===== src/rtl/rotate_arbiter.sv =====
// Round-robin arbiter sharing one 4-bit mux rotator between two requesters,
// with a single registered valid/ready result stage.

module rotate_rot4 (
  input  logic [3:0] data,
  input  logic       dir,
  input  logic [1:0] amt,
  output logic [3:0] rot
);
  // Right by k: rot[j] = data[j+k]; left by k: rot[j] = data[j-k]; right 3 == left 1.
  always_comb begin
    rot = data;
    case (amt)
      2'd0: rot = data;
      2'd1: rot = dir ? {data[0], data[3:1]} : {data[2:0], data[3]};
      2'd2: rot = {data[1:0], data[3:2]};
      2'd3: rot = dir ? {data[2:0], data[3]} : {data[0], data[3:1]};
      default: rot = data;
    endcase
  end
endmodule

module rotate_arbiter (
  input  logic       clk,
  input  logic       rst_n,
  input  logic [1:0] req_valid,
  output logic [1:0] req_ready,
  input  logic [3:0] req0_data,
  input  logic [3:0] req1_data,
  input  logic       req0_dir,
  input  logic       req1_dir,
  input  logic [1:0] req0_amt,
  input  logic [1:0] req1_amt,
  output logic       out_valid,
  input  logic       out_ready,
  output logic [3:0] out_data,
  output logic       out_id
);
  typedef enum logic {EMPTY = 1'b0, FULL = 1'b1} state_t;

  state_t          state;
  logic            last_id;
  logic [1:0]      grant;
  logic            can_accept;
  logic            xfer;
  logic            sel;
  logic [1:0][3:0] req_data;
  logic [1:0]      req_dir;
  logic [1:0][1:0] req_amt;
  logic [3:0]      rot;

  assign req_data = {req1_data, req0_data};
  assign req_dir  = {req1_dir, req0_dir};
  assign req_amt  = {req1_amt, req0_amt};

  // On a tie the requester that was not served last wins.
  assign grant[0] = req_valid[0] && (!req_valid[1] || last_id);
  assign grant[1] = req_valid[1] && (!req_valid[0] || !last_id);

  assign out_valid  = (state == FULL);
  assign can_accept = !out_valid || out_ready;
  assign req_ready  = (rst_n && can_accept) ? grant : 2'b00;
  assign xfer       = |(req_valid & req_ready);
  assign sel        = req_ready[1];

  rotate_rot4 u_rot (
    .data (req_data[sel]),
    .dir  (req_dir[sel]),
    .amt  (req_amt[sel]),
    .rot  (rot)
  );

  always_ff @(posedge clk) begin
    if (!rst_n) begin
      state    <= EMPTY;
      out_data <= 4'b0000;
      out_id   <= 1'b0;
      last_id  <= 1'b1;
    end else begin
      case (state)
        EMPTY: if (xfer) state <= FULL;
        FULL:  if (out_ready && !xfer) state <= EMPTY;
        default: state <= EMPTY;
      endcase
      if (xfer) begin
        out_data <= rot;
        out_id   <= sel;
        last_id  <= sel;
      end
    end
  end
endmodule

===== config.mk =====
export PLATFORM = sky130hd
export DESIGN_NAME = rotate_arbiter
export DESIGN_NICKNAME = d
export VERILOG_FILES = /design/src/rtl/rotate_arbiter.sv
export SDC_FILE = /design/constraint.sdc
export NUM_CORES = 1
export LEC_CHECK = 0
export BUFFER_PORTS_ARGS = -buffer_cell sky130_fd_sc_hd__buf_2
export CAP_MARGIN = 20
export CORE_MARGIN = 2
export CORE_UTILIZATION = 45
export CTS_CLUSTER_SIZE = 40
export DETAILED_ROUTE_END_ITERATION = 8
export PLACE_DENSITY = 0.78
export RECOVER_POWER = 50
export SYNTH_ARGS = -nofsm -noshare
export SYNTH_HDL_FRONTEND = slang
export SYNTH_SLANG_ARGS = --single-unit
export TNS_END_PERCENT = 100

===== constraint.sdc =====
create_clock -name clk -period 1.2 [get_ports clk]
set_input_delay 0.18 -clock clk [delete_from_list [all_inputs] [get_ports clk]]
set_output_delay 0.18 -clock clk [all_outputs]
set_load 0.05 [all_outputs]

[Yosys cells after proc, flatten, opt, wreduce, memory -nomap -nowiden]
Cells that the tools add are included.
Operators by class
  $lt $le $gt $ge: 1
  shift-type cells: 0
  div/mod/pow operators: 0
  eq/ne operators: 3
  $add $sub $neg: 0
  muxes and demuxes: 13
  bitwise operators: 2
  multiply operators: 0
  reduce and logical (&&, ||, !) cells: 14
Operators with widths (count)
  two-way mux 4 bit: 4
  one-hot mux 4 bit (4 select lines): 1
  two-way mux 2 bit: 3
  zero test 1 bit: 5
  == test 2 bit (second input constant): 2
  logical AND 1 bit: 4
  two-way mux 1 bit: 4
  logical OR 1 bit: 3
  AND 2 bit: 1
  == test 2 x 1 -> 1 bit (second input constant): 1
  zero test 2 bit: 1
  less-than comparator 1 x 2 -> 1 bit (second input constant): 1
  one-hot mux 1 bit (2 select lines): 1
  OR reduction 2 bit: 1
  inverter 1 bit: 1
Storage, ports and cells
  bits in registers: 7
  bits in writable memories: 0
  memories kept: 0
  bits in latches: 0
  output and inout bits: 8
  memory bits (read-only): 0
  word-level logic and storage cells: 37
  bits of input ports: 19

[Depth between registers and ports, before layout]
  depth in word-level cells: 10
  gate-level depth with buffers: 6
  gate-level depth less buffers: 6

[Hierarchy]
Synthesis repeated with hierarchy kept, for this count alone.
Unflattened totals
  cell total of the unflattened synthesis: 70
  area, all modules: 599.3 um^2
Modules (own cells, without submodules)
  rotate_arbiter: area each 441.7 um^2, times used 1, cells an instance 46
  rotate_rot4: area each 157.7 um^2, times used 1, cells an instance 24

[Least setup slack after synthesis]
OpenSTA, ideal clock, no wires.
  path kind: reg-to-reg
  from: register state (netlist: out_valid)
  to: register out_data[0]
  setup time: 0.126 ns
  arrival: 1.476 ns
  clock period less this slack: 1.601 ns
  setup slack: -0.401 ns
  stages on the path, launching flop included: 7
  cell sequence: dfxtp_1 -> nand2b_1 -> and2_1 -> and3_1 -> buf_2 -> o211ai_1 -> nand3_1
RTL lines
  start: declaration: RTL line 41  | state_t state;
  start signal: assignment: RTL line 75  | state <= EMPTY;
  start signal: assignment: RTL line 81  | EMPTY: if (xfer) state <= FULL;
  start signal: assignment: RTL line 82  | FULL: if (out_ready && !xfer) state <= EMPTY;
  zero test 1 bit: RTL line 61  | assign can_accept = !out_valid || out_ready;
  logical OR 1 bit: RTL line 61
  logical AND 1 bit: RTL line 62  | assign req_ready = (rst_n && can_accept) ? grant : 2'b00;
  two-way mux 2 bit: RTL line 62
  net req_ready[0]: RTL line 27  | output logic [1:0] req_ready,
  AND 2 bit: RTL line 63  | assign xfer = |(req_valid & req_ready);
  OR reduction 2 bit: RTL line 63
  end signal: assignment: RTL line 86  | out_data <= rot;
  end: declaration: RTL line 36  | output logic [3:0] out_data,
The timed path passes the listed nets, and every way through them passes these cells. The select of a mux whose other input is x is not followed.
A chain may end at the register's enable or synchronous reset.

[Worst setup path in the final report]
  from: register state (netlist: out_valid)
  to: output port req_ready[0]
On the way
  word-level cells in the longest chain between the ends: 4
Ends and longest elaborated chain (RTL line)
  zero test 1 bit: 61
  logical OR 1 bit: 61
  logical AND 1 bit: 62
  two-way mux 2 bit: 62
  end: declaration: 27
Every way passes these cells.

==> metrics.csv <==
stage;metric;value;unit
outcome;status;finished, violations left;
outcome;violated checks;setup timing;
drt;DRC Markers;0;
drt;Via Count;702;
timing;setup TNS;-0.2662;ns
drt;Starting DRT DRC Count;12;
place;RD Place Congestion;0.7027;
synthesis;post-synth top area cell;dfxtp_1;
drt;WL/cell;12.11;um
flow_run;maxcap violations;0;
clock_network;Clock Latency Late Sink;0.25;ns
floorplan;Die Area;1671;sq um
timing;Clock Skews;0.002867;ns
setup_path;Crit Path Max Fanout;4;
drt;Routed Antenna Nets;0;
synthesis;ys flop type;dfxtp_1;
synthesis;cell area after synthesis;611.8;sq um
timing;Fin. Hold Viols;0;
timing;crit path time final;1.342;ns
final_layout;Final Instance Area;880.8;sq um
final_layout;area occupied by multi-input gates;466.7;sq um
synthesis;most common library cells after synthesis;nand2_1 (12), a21oi_1 (8), a211oi_1 (7), dfxtp_1 (7), nor2b_1 (7);
synthesis;Yosys reg bits;7;
setup_path;Setup crit end kind;primary output;
timing;period utilization;111.9;%
global_routing;first-pass GRT wire length;2270;um
final_layout;diodes inserted;0;
clock_network;H-tree lvl count;1;
global_routing;GRT Util Overall;21.46;%
setup_path;startpoint types;flop;
place;Post-DP Area;807.0;sq um
timing;worst slew pin tran;0.3306;ns
floorplan;die width;40.88;um
floorplan;chip height;40.88;um
synthesis;Mapped Nets;101;
setup_path;Data arrival, critical path;1.16;ns
synthesis;synth warn;0;
final_layout;share of layout cells above drive strength 1;43.48;%
timing;Setup violations, final;2;
clock_network;CTS Buf Count;3;
clock_network;clock buffer depth;2;
synthesis;fraction of registers with async set/reset;0;%
clock_network;CTS Hold Bufs;0;
synthesis;synthesized area per cell;7.461;sq um
power;Lkg Pwr;0.4013;nW
power;worst vdd ir;0.0004292;V
timing;final setup margin;-0.1425;ns
synthesis;share of the synthesized area in the top cell type;22.90;%
floorplan;row count;13;
floorplan;I/O pin cnt;27;
timing;Slew Viols, Final;0;
synthesis;post-synth cell types;27;
synthesis;most numerous cell in the Yosys netlist;nand2_1;
clock_network;clock sinks;7;
global_routing;largest net degree at the start of global routing;11;
synthesis;Synth area leaders;dfxtp_1 (23%), a211oi_1 (8.6%), mux2i_1 (8.2%);
power;Final Power;0.8406;mW
clock_network;Worst-path clk slew;0.05;ns
synthesis;post-synthesis sequential area ratio;22.90;%
final_layout;Final Util;68.55;%
clock_network;CTS tree;built;
global_routing;antenna violations before repair;0;
final_layout;fillcell total;119;
setup_path;Critical Path RT;1.02;ns
timing;Max Fclk;0.7449;GHz
place;DPL Wire Length;1216;um
floorplan;Std-Cell Core Area;1285;sq um
global_routing;vias in the first global route;595;
place;pre-CTS setup slack;-0.03585;ns
synthesis;Gate Count Post-Synth;82;
drt;WL final;1574;um
floorplan;Initial Util;47.61;%
global_routing;grt ovf;0;
setup_path;crit path kind;reg2out;
power;Power Dens Cells;954.3;nW/um^2
place;PortBufs;26;
final_layout;area delta synth->final;43.97;%
timing;RSZ-0062 raised after global routing;yes;
final_layout;net count of the finished layout;135;
drt;detailed-router iteration count before antenna repair;4;
min_path;worst hold path type;in2reg;
drt;DR vias/cell;5.400;
timing;Max-slew headroom;77.80;%
final_layout;Seq. cell area;143.9;sq um
clock_network;root buf cell;clkbuf_4;
synthesis;EDFF count, synth;0;
## metal layers
metal | vias to the layer above | part of all wire (%) | global-route usage (%)
li1 | 362 | - | -
met1 | 315 | 40 | 20.92
met2 | 21 | 53 | 39.45
met3 | 4 | 3.8 | 4.891
met4 | 0 | 2.2 | 14.17
met5 | - | 0 | 0
## final timing paths
check | start | endpoint | slack (ns) | depth (start not counted)
hold reg to reg | out_id | out_id | 0.47 | 2
hold / removal | out_ready | out_valid | 0.24 | 3
setup / recovery | out_valid | req_ready[0] | -0.14 | 4
setup reg to reg | out_valid | out_data[2] | 0 | 6
## worst max-delay path: stages, from the launching register on
cell	delay [ns]
dfxtp_4	0.35
nand2b_4	0.06
and2_4	0.16
and3_4	0.20
buf_8	0.14
## flip-flops by register name, summed over array words and instances, names as in the netlist
name / cells
last_id: 1
out_data: 4
out_id: 1
out_valid: 1
## cell families after synthesis
logic type / synth area share [%]
compound gates: 26.99
mux: 11.86
simple gates: 26.79
xor+xnor: 5.523
flops: 22.90
buf+inv: 5.931
## power breakdown
group | leakage [nW] | switching [mW] | internal [mW]
sequential | 0.0587 | 0.0123 | 0.255
clock | 0.0150 | 0.0866 | 0.127
combinational | 0.328 | 0.218 | 0.142
total | 0.401 | 0.317 | 0.524
## area by class of cell
cell class,count,share of cell area (%)
well taps,15,2.131
inverters,2,1.278
flip-flops and latches,7,16.34
clock buffers,4,2.983
repair buffers,34,24.29
multi-input cells,68,52.98
## per-stage QoR
step | hold slack (ns) | cells
after floorplan | 0.2689 | 82
after global placement | 0.4449 | 125
after detailed placement | 0.4656 | 125
after CTS | 0.2468 | 130
after global routing | 0.2497 | 130
final | 0.2397 | 130
## timing repair
action                     CTS  global route
buffers inserted             1             0
pin swaps                    2             1
hold endpoints to repair     0             0
setup endpoints to repair    2             5
gates resized for setup      8             2
## cells in the final DEF, fill, tap and decap left out, types with 2 or more instances in the layout
cell type | Yosys | layout
nor2_1 | 2 | 2
a31oi_1 | 2 | 2
mux2_2 | 2 | 2
o211ai_1 | 2 | 2
o21ai_0 | 4 | 4
nand2_1 | 12 | 12
nand3_1 | 6 | 5
buf_8 | 0 | 2
a211oi_1 | 7 | 7
nor2b_1 | 7 | 7
buf_2 | 2 | 20
buf_4 | 0 | 7
mux2i_1 | 5 | 4
dfxtp_1 | 7 | 6
a21oi_1 | 8 | 8
clkbuf_2 | 0 | 4
clkbuf_4 | 0 | 3
Note: power is estimated with default switching activity, not from simulation.
